### src/rtl/i2s_pkg.sv
// Shared types and helpers for the I2S transmit controller.
package i2s_pkg;

  typedef enum logic {
    WAIT_RDY = 1'b0,
    HOLD     = 1'b1
  } arb_state_e;

  localparam int unsigned UNDERRUN_W = 8;

  // Minimum counter width able to hold 0..value-1 (never less than 1 bit).
  function automatic int unsigned clogb2(input int unsigned value);
    clogb2 = 1;
    for (int unsigned i = 1; i < 32; i++) begin
      if ((64'd1 << i) < 64'(value)) clogb2 = i + 1;
    end
  endfunction

endpackage

### src/rtl/i2s_clk_gen.sv
// Codec bit-clock and left/right clock generator for the I2S transmitter.
module i2s_clk_gen
  import i2s_pkg::*;
#(
  parameter int unsigned DATA_BITS = 32,
  parameter int unsigned BCLK_DIV  = 4
) (
  input  logic clk,
  input  logic rst,
  input  logic en,
  output logic cbclk,
  output logic cbrise,
  output logic cbfall,
  output logic clrclk
);

  localparam int unsigned HALF_BITS = DATA_BITS / 2;
  localparam int unsigned DIV_W     = clogb2(BCLK_DIV);
  localparam int unsigned BIT_W     = clogb2(HALF_BITS);

  localparam logic [DIV_W-1:0] DIV_LAST = DIV_W'(BCLK_DIV - 1);
  localparam logic [DIV_W-1:0] DIV_HALF = DIV_W'(BCLK_DIV / 2);
  localparam logic [BIT_W-1:0] BIT_LAST = BIT_W'(HALF_BITS - 1);

  logic [DIV_W-1:0] div_cnt_q, div_cnt_d;
  logic [BIT_W-1:0] bit_cnt_q, bit_cnt_d;
  logic             cbclk_q, cbclk_d;
  logic             cbrise_q, cbrise_d;
  logic             cbfall_q, cbfall_d;
  logic             clrclk_q, clrclk_d;

  // Strobes are registered but computed from the next counter value, so each
  // strobe is high in the same cycle the counter holds the matching value.
  // A fall strobe only comes from a counter wrap, which also keeps it off the
  // first enabled cycle.
  always_comb begin
    div_cnt_d = div_cnt_q;
    bit_cnt_d = bit_cnt_q;
    cbclk_d   = cbclk_q;
    cbrise_d  = 1'b0;
    cbfall_d  = 1'b0;
    clrclk_d  = clrclk_q;
    if (!en) begin
      div_cnt_d = '0;
      bit_cnt_d = '0;
      cbclk_d   = 1'b0;
      clrclk_d  = 1'b0;
    end else begin
      div_cnt_d = (div_cnt_q == DIV_LAST) ? '0 : div_cnt_q + 1'b1;
      cbrise_d  = (div_cnt_d == DIV_HALF);
      cbfall_d  = (div_cnt_q == DIV_LAST);
      if (cbrise_d) cbclk_d = 1'b1;
      if (cbfall_d) begin
        cbclk_d   = 1'b0;
        bit_cnt_d = (bit_cnt_q == BIT_LAST) ? '0 : bit_cnt_q + 1'b1;
        if (bit_cnt_q == BIT_LAST) clrclk_d = ~clrclk_q;
      end
    end
  end

  always_ff @(posedge clk) begin
    if (rst) begin
      div_cnt_q <= '0;
      bit_cnt_q <= '0;
      cbclk_q   <= 1'b0;
      cbrise_q  <= 1'b0;
      cbfall_q  <= 1'b0;
      clrclk_q  <= 1'b0;
    end else begin
      div_cnt_q <= div_cnt_d;
      bit_cnt_q <= bit_cnt_d;
      cbclk_q   <= cbclk_d;
      cbrise_q  <= cbrise_d;
      cbfall_q  <= cbfall_d;
      clrclk_q  <= clrclk_d;
    end
  end

  assign cbclk  = cbclk_q;
  assign cbrise = cbrise_q;
  assign cbfall = cbfall_q;
  assign clrclk = clrclk_q;

endmodule

### src/rtl/i2s_xmit_ctrl.sv
// I2S transmit sequencer: clock generation, two-source sample arbitration and
// underrun accounting.
module i2s_xmit_ctrl
  import i2s_pkg::*;
#(
  parameter int unsigned DATA_BITS = 32,
  parameter int unsigned BCLK_DIV  = 4,
  parameter int          TPD       = 5
) (
  input  logic                  clk,
  input  logic                  rst,
  input  logic                  en,
  input  logic                  mute,
  input  logic [DATA_BITS-1:0]  a_data,
  input  logic                  a_valid,
  output logic                  a_ack,
  input  logic [DATA_BITS-1:0]  b_data,
  input  logic                  b_valid,
  output logic                  b_ack,
  output logic                  cbclk,
  output logic                  cbrise,
  output logic                  cbfall,
  output logic                  clrclk,
  output logic [DATA_BITS-1:0]  sample,
  input  logic                  xmit_rdy,
  output logic                  xmit_ack,
  output logic [UNDERRUN_W-1:0] underrun_cnt,
  input  logic                  underrun_clr
);

  if ((DATA_BITS % 2) != 0 || DATA_BITS < 4 || (BCLK_DIV % 2) != 0 ||
      BCLK_DIV < 4 || TPD < 0) begin : g_param_check
    $error("i2s_xmit_ctrl: illegal parameter set");
  end

  i2s_clk_gen #(
    .DATA_BITS(DATA_BITS),
    .BCLK_DIV (BCLK_DIV)
  ) u_clk_gen (
    .clk   (clk),
    .rst   (rst),
    .en    (en),
    .cbclk (cbclk),
    .cbrise(cbrise),
    .cbfall(cbfall),
    .clrclk(clrclk)
  );

  arb_state_e                state_q, state_d;
  logic [DATA_BITS-1:0]      sample_q, sample_d;
  logic                      xmit_ack_q, xmit_ack_d;
  logic                      a_ack_q, a_ack_d;
  logic                      b_ack_q, b_ack_d;
  logic [UNDERRUN_W-1:0]     underrun_cnt_q, underrun_cnt_d;
  logic [DATA_BITS-1:0]      pick;
  logic                      underrun;

  always_comb begin
    state_d        = state_q;
    sample_d       = sample_q;
    xmit_ack_d     = 1'b0;
    a_ack_d        = 1'b0;
    b_ack_d        = 1'b0;
    underrun_cnt_d = underrun_cnt_q;
    pick           = '0;
    underrun       = 1'b0;

    case (state_q)
      WAIT_RDY: begin
        if (xmit_rdy) begin
          if (a_valid) begin
            pick    = a_data;
            a_ack_d = 1'b1;
          end else if (b_valid) begin
            pick    = b_data;
            b_ack_d = 1'b1;
          end else begin
            underrun = 1'b1;
          end
          sample_d   = mute ? '0 : pick;
          xmit_ack_d = 1'b1;
          state_d    = HOLD;
        end
      end
      HOLD: begin
        if (!xmit_rdy) state_d = WAIT_RDY;
      end
      default: state_d = WAIT_RDY;
    endcase

    // Clear wins, but an underrun in the same cycle is still counted.
    if (underrun_clr) begin
      underrun_cnt_d = underrun ? UNDERRUN_W'(1) : '0;
    end else if (underrun && underrun_cnt_q != '1) begin
      underrun_cnt_d = underrun_cnt_q + 1'b1;
    end
  end

  always_ff @(posedge clk) begin
    if (rst) begin
      state_q        <= WAIT_RDY;
      sample_q       <= '0;
      xmit_ack_q     <= 1'b0;
      a_ack_q        <= 1'b0;
      b_ack_q        <= 1'b0;
      underrun_cnt_q <= '0;
    end else begin
      state_q        <= state_d;
      sample_q       <= sample_d;
      xmit_ack_q     <= xmit_ack_d;
      a_ack_q        <= a_ack_d;
      b_ack_q        <= b_ack_d;
      underrun_cnt_q <= underrun_cnt_d;
    end
  end

  assign sample       = sample_q;
  assign xmit_ack     = xmit_ack_q;
  assign a_ack        = a_ack_q;
  assign b_ack        = b_ack_q;
  assign underrun_cnt = underrun_cnt_q;

endmodule

### config.mk
export PLATFORM = sky130hd
export DESIGN_NAME = i2s_xmit_ctrl
export DESIGN_NICKNAME = d
export VERILOG_FILES = /design/src/rtl/i2s_pkg.sv /design/src/rtl/i2s_clk_gen.sv /design/src/rtl/i2s_xmit_ctrl.sv
export SDC_FILE = /design/constraint.sdc
export NUM_CORES = 1
export LEC_CHECK = 0
export BUFFER_PORTS_ARGS = -buffer_cell sky130_fd_sc_hd__buf_2
export CORE_MARGIN = 2
export CORE_UTILIZATION = 30
export DETAILED_ROUTE_END_ITERATION = 16
export HOLD_SLACK_MARGIN = 0.15
export PLACE_DENSITY = 0.57
export SYNTH_ARGS = -nofsm -noshare
export SYNTH_HDL_FRONTEND = slang
export SYNTH_SLANG_ARGS = --single-unit
### constraint.sdc
create_clock -name clk -period 1.7 [get_ports clk]
set_clock_uncertainty 0.1 [all_clocks]
set_input_delay 0.425 -clock clk [delete_from_list [all_inputs] [get_ports clk]]
set_output_delay 0.425 -clock clk [all_outputs]
set_load 0.02 [all_outputs]
==> results of run 1 <==
-- state kept, by name, indices dropped and copies added (netlist names) --
signal               count
state_q                  1
u_clk_gen.cbfall         1
sample                  32
u_clk_gen.clrclk         1
u_clk_gen.cbrise         1
u_clk_gen.cbclk          1
b_ack                    1
a_ack                    1
underrun_cnt             8
xmit_ack                 1
u_clk_gen.bit_cnt_q      4
u_clk_gen.div_cnt_q      2
-- per-layer routing --
layer | vias up | track usage | share of wire
met5 | - | 0 | 0
met4 | 0 | 0.0442 | 0.012
met3 | 6 | 0.0382 | 0.048
met2 | 72 | 0.256 | 0.50
met1 | 1036 | 0.179 | 0.44
li1 | 1148 | - | -
-- worst register-to-register path, cell delays in order (launching register included) --
cell	delay, ns
dfxtp_2	0.33
or4b_4	0.48
or4_1	0.42
xor2_1	0.14
nor2_1	0.05
-- cell families (layout without fill, tap and decap cells) --
group	after synthesis	count (layout)	share of synthesized area
xor gates and xnor gates	6	6	0.0229
muxes	3	3	0.0131
adders and majority gates	4	4	0.0218
DFF	54	54	0.472
buffers and inverters	25	152	0.0442
and+or+nand+nor	76	76	0.162
AOI/OAI and AO/OA	77	77	0.264
-- Yosys cell counts, drive strengths merged --
library cell | n | area share
nor4b | 1 | 0.010
a22oi | 32 | 0.10
xor2 | 4 | 0.015
a22o | 32 | 0.12
or4 | 3 | 0.0098
or2 | 1 | 0.0027
o211ai | 1 | 0.0033
nand3 | 2 | 0.0044
o21ai | 2 | 0.0060
nand3b | 1 | 0.0033
a31oi | 1 | 0.0027
or3 | 1 | 0.0027
nor3 | 3 | 0.0066
nand4 | 3 | 0.0082
and4 | 1 | 0.0038
a21oi | 5 | 0.011
and2 | 2 | 0.0055
buf | 1 | 0.0049
nor2b | 2 | 0.0055
nand2b | 2 | 0.0055
ha | 4 | 0.022
a211oi | 1 | 0.0033
inv | 3 | 0.0049
dfxtp | 54 | 0.47
a2bb2oi | 1 | 0.0038
mux2i | 3 | 0.013
nand2 | 5 | 0.0082
or4b | 1 | 0.0060
and3 | 1 | 0.0027
nor2 | 47 | 0.077
xnor2 | 2 | 0.0076
o31ai | 2 | 0.0066
clkbuf | 21 | 0.034
-- path summary, 6_finish.rpt --
| kind | endpoint | from | depth (start not counted) | slack (ns) |
|---|---|---|---|---|
| max | underrun_cnt[6] | state_q | 4 | 0.07 |
| min | xmit_ack | rst | 2 | 0.27 |
| max reg2reg | underrun_cnt[6] | state_q | 4 | 0.07 |
| min reg2reg | u_clk_gen.div_cnt_q[0] | u_clk_gen.div_cnt_q[0] | 1 | 0.37 |
-- power breakdown --
part           leakage [uW]  total (uW)  switching [uW]  internal [uW]
sequential         0.000439        1310            15.5           1300
combinational       0.00102         380             193            187
clock             0.0000585         880             438            442
total               0.00152        2570             646           1930
-- area by class of cell --
class / count / area share
Inverter: 3 / 0.00346
Tap cell: 99 / 0.0381
Timing Repair Buffer: 141 / 0.242
Clock inverter: 3 / 0.0135
Sequential cell: 54 / 0.333
Multi-Input combinational cell: 166 / 0.348
Clock buffer: 5 / 0.0212
-- metrics by stage --
stage	TNS (ns)	instance area, sq um	total power (uW)	cells
2_1_floorplan	-0.208	2290	1550	245
3_3_place_gp	-2.03	3110	1720	462
3_5_place_dp	-3.10	3110	1730	462
4_1_cts	0	3230	2600	470
5_1_grt	-0.0307	3250	2700	471
6_report	0	3250	2570	471
-- timing repair --
item | CTS | global route
gates resized for setup | 1 | 6
pin swaps | 0 | 3
gates cloned | 0 | 0
buffers inserted | 0 | 1
endpoints found under the setup margin | 1 | 4
==> flow_summary.toml, run 1 <==
[sta]
finalMaxSlewViolations = 0
clock.fmax_mhz = 615
final-setup-viol-count = 0
min_period_ns = 1.63
slew_headroom = 0.742
period_share = 0.956
hold_viol_final = 0
setup_slack_ns = 0.0742
tightest_slew_ns = 0.387
fin_hold_ws_ns = 0.271

[clock_network]
cts_hold_buf = 0
max-clock-path-buffers = 2
clk_latency_ns = 0.31
path_clk_slew_ns = 0.10
clock-sinks = 54
cts_tree = "yes"
cts_max_level = 2
cts_made_buffers = 5
cts_root_buf = "clkbuf_8"

[placed_design]
port_buffers = 118
dp_slack_ns = -0.199
hpwl_microns = 4630
gp_congestion = 0.749

[synthesis]
yosysUniqueCellTypes = 34
ys_seq_area_frac = 0.472
synth_fp_nets = 321
syn_area_sq_mm = 0.00229
synthCells = 245
synth_seq_cells = 54
post_synth.cell_area_avg_sq_um = 9.35
yosysWarningCount = 0

[finish]
final.fill_count = 761
drive_above_1_share = 0.433
final_common_cell = "buf_2"
diodes = 0
finalCoreUtilization = 0.444
final_cell_mix = "buf_2 (118), dfxtp_1 (52), nor2_1 (46)"
area_delta_synth_final_pct = 42.0
seq_area_sq_mm = 0.00108
multi_input_area_sq_mm = 0.00113
fin_nets = 447

[route]
viasPerCell = 4.80
drc = 0
antenna_left = 0
wl_microns = 6130
first_iter_violations = 42
drtPass1Iterations = 4
wl_per_cell_microns = 13.0
vias = 2262

[setup_path]
slowest_stage = "or4b_4"
crit_family = "simple AND/OR/NAND/NOR gates"
critPathMaxStageDelay_ns = 0.48
crit_fanout = 2
path_class = "reg2reg"
path_cells = "or4b_4 > or4_1 > xor2_1 > nor2_1"
arrival_ns = 1.72
cp-end-kind = "flip-flop"
required_ns = 1.80
critPathLaunchType = "flip-flop"
worst-path-buf-inv = 0

[run]
drv_cap = 0

[global_route]
overflow = 0
grt_pass1_wl_microns = 10100
grt_pass1_vias = 2184
antenna_found_initial = 0
grt_max_degree = 33
grt_usage = 0.148

[worst_hold_path]
min_path_type = "in2reg"

[pwr]
p_per_area_mw_per_mm2 = 791
vdd_drop_max_mv = 0.297
power_leakage_uw = 0.00152

[die]
start_util = 0.313
dieArea_sq_mm = 0.00835
die_h_microns = 91.4
die-width_microns = 91.4
fp-row-count = 31
core-area_sq_mm = 0.00733
io_pins = 119

[status]
status = "complete, no violations"
No activity file was read; power rests on OpenSTA's default activity.
==> inputs of run 2 (changes only) <==
Settings changed: CORE_UTILIZATION 30 to 40, PLACE_DENSITY 0.57 to 0.73.
==> flow_summary.toml, run 2 (synthesis gave the netlist of run 1 again) <==
[clock_network]
cts_max_level = 2
cts_made_buffers = 5
cts_tree = "yes"
clock-sinks = 54
clk_latency_ns = 0.30
post_cts_resized = 0
cts_root_buf = "clkbuf_8"
cts_setup_buffers = 0
cts_hold_buf = 0
path_clk_slew_ns = 0.09
max-clock-path-buffers = 2

[die]
io_pins = 119
dieArea_sq_mm = 0.00635
fp-row-count = 27
core-area_sq_mm = 0.00551
die_h_microns = 79.7
start_util = 0.416
die-width_microns = 79.7

[global_route]
grt_usage = 0.183
overflow = 0
grt_max_degree = 34
grt_pass1_vias = 2047
grt_pass1_wl_microns = 9240
antenna_found_initial = 1

[setup_path]
path_cells = "or4b_4 > or4_4 > xor2_1 > nor2_1"
path_class = "reg2reg"
cp-end-kind = "flip-flop"
arrival_ns = 1.74
required_ns = 1.79
crit_fanout = 3
cp-startpoint = "state_q"
reg2reg_from = "state_q"
slowest_stage = "or4b_4"
critPathLaunchType = "flip-flop"
critPathMaxStageDelay_ns = 0.48

[sta]
clock.fmax_mhz = 609
tightest_slew_ns = 0.516
min_period_ns = 1.64
fin_hold_ws_ns = 0.274
hold_viol_final = 0
period_share = 0.966
slew_headroom = 0.655
finalMaxSlewViolations = 0
rsz0062_at_grt = "no"
fin_setup_tns_ns = 0
final-setup-viol-count = 0

[route]
wl_met1_microns = 2550
first_iter_violations = 57
drtPass1Iterations = 4
wl_microns = 5780
wl_per_cell_microns = 13.2
top_layer = "met5"
antenna_left = 0
viasPerCell = 5.10
vias = 2230
drc = 0
wl_met3_microns = 399
wl_met2_microns = 2760

[pwr]
p_per_area_mw_per_mm2 = 766
power_leakage_uw = 0.00147
vdd_drop_max_mv = 0.381
power_uw = 2400

[finish]
fin_cells = 437
final_cell_mix = "buf_2 (118), dfxtp_1 (52), nor2_1 (46)"
drive_above_1_share = 0.414
final_common_cell = "buf_2"
fin_nets = 440
area_delta_synth_final_pct = 36.9
final.fill_count = 513
largest_register_ffs = 32
diodes = 0

[run]
drv_cap = 0

[worst_hold_path]
worstHoldStart = "rst"
min_path_type = "in2reg"

[placed_design]
dp_cells = 429
port_buffers = 118
hpwl_microns = 4250
gp_congestion = 0.805

[status]
status = "complete, no violations"
==> run 2: where the power goes <==
group	switching, uW	internal [uW]
combinational	188	180
clock	393	329
sequential	17.0	1300
==> run 2: final cells by class <==
cell class	instances	area, sq um	share of cell area
sequential	54	1080	0.345
clock buffer	7	86.3	0.0275
tap	72	90.1	0.0287
inverter	3	11.3	0.00359
timing repair buffer	134	736	0.235
clock inverter	1	5.00	0.00160
multi-input combinational	166	1120	0.359
==> run 2: worst paths after layout <==
kind,endpoint,slack (ns),cells past startpoint
hold / removal,xmit_ack,0.27,2
hold reg to reg,u_clk_gen.div_cnt_q[0],0.37,1
setup reg to reg,underrun_cnt[6],0.06,4
setup / recovery,underrun_cnt[6],0.06,4
==> run 2: metal layers <==
layer / track usage / vias to the layer above
li1: - / 1134
met1: 0.233 / 1006
met2: 0.305 / 79
met3: 0.0441 / 9
met4: 0.0569 / 2
met5: 0 / -
==> run 2: critical path: cells and delay by family (launching register included) <==
kind             cells  cell delay (ns)
XOR/XNOR             1             0.14
flip-flops           1             0.35
AND/OR/NAND/NOR      3             0.95
==> run 2: through the flow <==
| stage | cell area [sq um] | util | worst slack, ns |
|---|---|---|---|
| 3_5_place_dp | 3030 | 0.551 | -0.228 |
| 4_1_cts | 3120 | 0.567 | 0.0199 |
| 6_report | 3140 | 0.570 | 0.0572 |
| 5_1_grt | 3140 | 0.570 | 0.00589 |
| 3_3_place_gp | 3030 | 0.551 | -0.215 |
| 2_1_floorplan | 2290 | - | -0.168 |
==> inputs of run 3 (changes only) <==
Settings changed: CTS_BUF_LIST set to sky130_fd_sc_hd__clkbuf_16.
==> flow_summary.toml, run 3 (synthesis gave the netlist of run 1 again) <==
[pwr]
vdd_drop_max_mv = 0.402
p_per_area_mw_per_mm2 = 826
power_leakage_uw = 0.00149

[worst_hold_path]
min_path_type = "in2reg"
holdPathStages = 2
hold_end = "xmit_ack"
worstHoldStart = "rst"

[clock_network]
cts_root_buf = "clkbuf_16"
cts_max_level = 2
max-clock-path-buffers = 2
cts_hold_buf = 0
clk_latency_ns = 0.28
clock-sinks = 54
path_clk_slew_ns = 0.07
cts_made_buffers = 5
cts_tree = "yes"

[route]
drtPass1Iterations = 4
antenna_left = 0
viasPerCell = 5.09
first_iter_violations = 77
vias = 2223
wl_microns = 5750
wl_per_cell_microns = 13.2
drc = 0

[sta]
min_period_ns = 1.64
slew_headroom = 0.652
hold_viol_final = 0
final-setup-viol-count = 0
period_share = 0.964
clock.fmax_mhz = 610
tightest_slew_ns = 0.521
finalMaxSlewViolations = 0

[die]
io_pins = 119
dieArea_sq_mm = 0.00635
fp-row-count = 27
start_util = 0.416
die_h_microns = 79.7
core-area_sq_mm = 0.00551
die-width_microns = 79.7

[global_route]
gr-usage-met2 = 0.306
grt_usage = 0.182
grt_pass1_vias = 2060
antenna_found_initial = 1
use_met1 = 0.232
overflow = 0
met3_usage = 0.0441
grt_max_degree = 34
grt_pass1_wl_microns = 9210
grt_busiest_layer = "met2"

[setup_path]
worst-path-buf-inv = 0
critPathLaunchType = "flip-flop"
arrival_ns = 1.71
slowest_stage = "or4b_4"
r2r_slack_ns = 0.06
crit_family = "simple AND/OR/NAND/NOR gates"
path_class = "reg2reg"
required_ns = 1.77
reg2reg_from = "state_q"
path_cells = "or4b_4 > or4_4 > xor2_1 > nor2_1"
r2r_end = "underrun_cnt[6]"
critPathMaxStageDelay_ns = 0.48
crit_fanout = 3
cp-end-kind = "flip-flop"
worstRegToRegCells = 4

[finish]
final_cell_mix = "buf_2 (118), dfxtp_1 (53), nor2_1 (46)"
diodes = 0
final_common_cell = "buf_2"
fin_area_sq_mm = 0.00318
drive_above_1_share = 0.408
fin_nets = 440
area_delta_synth_final_pct = 38.9
fin_cells = 437
largest_register_ffs = 32

[placed_design]
port_buffers = 118
dpl-instance-area_sq_mm = 0.00303
dp_cells = 429
hpwl_microns = 4250
gp_congestion = 0.805

[run]
drv_cap = 0

[status]
status = "complete, no violations"
## run 3: through the flow
step,setup WS [ns],setup TNS (ns),util,power (uW),hold WS [ns]
2_1_floorplan,-0.168,-0.208,-,1550,0.334
3_3_place_gp,-0.215,-1.49,0.551,1710,0.344
3_5_place_dp,-0.228,-1.84,0.551,1710,0.360
4_1_cts,0.0238,0,0.576,2670,0.299
5_1_grt,-0.0117,-0.0117,0.578,2740,0.326
6_report,0.0615,0,0.578,2630,0.300
## run 3: final cells by class
cell class / instances / area, sq um
repair buffers: 134 / 736
well taps: 72 / 90.1
fillers: 507 / 2320
clock inverters: 3 / 12.5
inverters: 3 / 11.3
clock buffers: 5 / 125
multi-input cells: 166 / 1120
flip-flops and latches: 54 / 1080
## run 3: per-layer routing
metal  vias up  routed length, microns
met4         2                      24
met5         -                      11
met3         4                     369
met1      1010                    2560
met2        71                    2780
li1       1136                       -
## run 3: worst max path at each step
stage,start,endpoint,depth (start not counted)
after floorplan,a_valid,underrun_cnt[6],5
after global placement,b_valid,underrun_cnt[6],5
after detailed placement,b_valid,underrun_cnt[6],5
after global routing,underrun_cnt[0],underrun_cnt[6],5
after CTS,underrun_cnt[0],underrun_cnt[6],5
final,state_q,underrun_cnt[6],4
## run 3: timing repair
action,in CTS,in global routing
gates resized for setup,0,4
hold endpoints to repair,0,0
endpoints found under the setup margin,0,1
buffers inserted,0,0
## run 3: power by group
group	switching (uW)	internal (uW)
Clock	414	533
Sequential	16.9	1300
Combinational	188	180
Total	619	2010
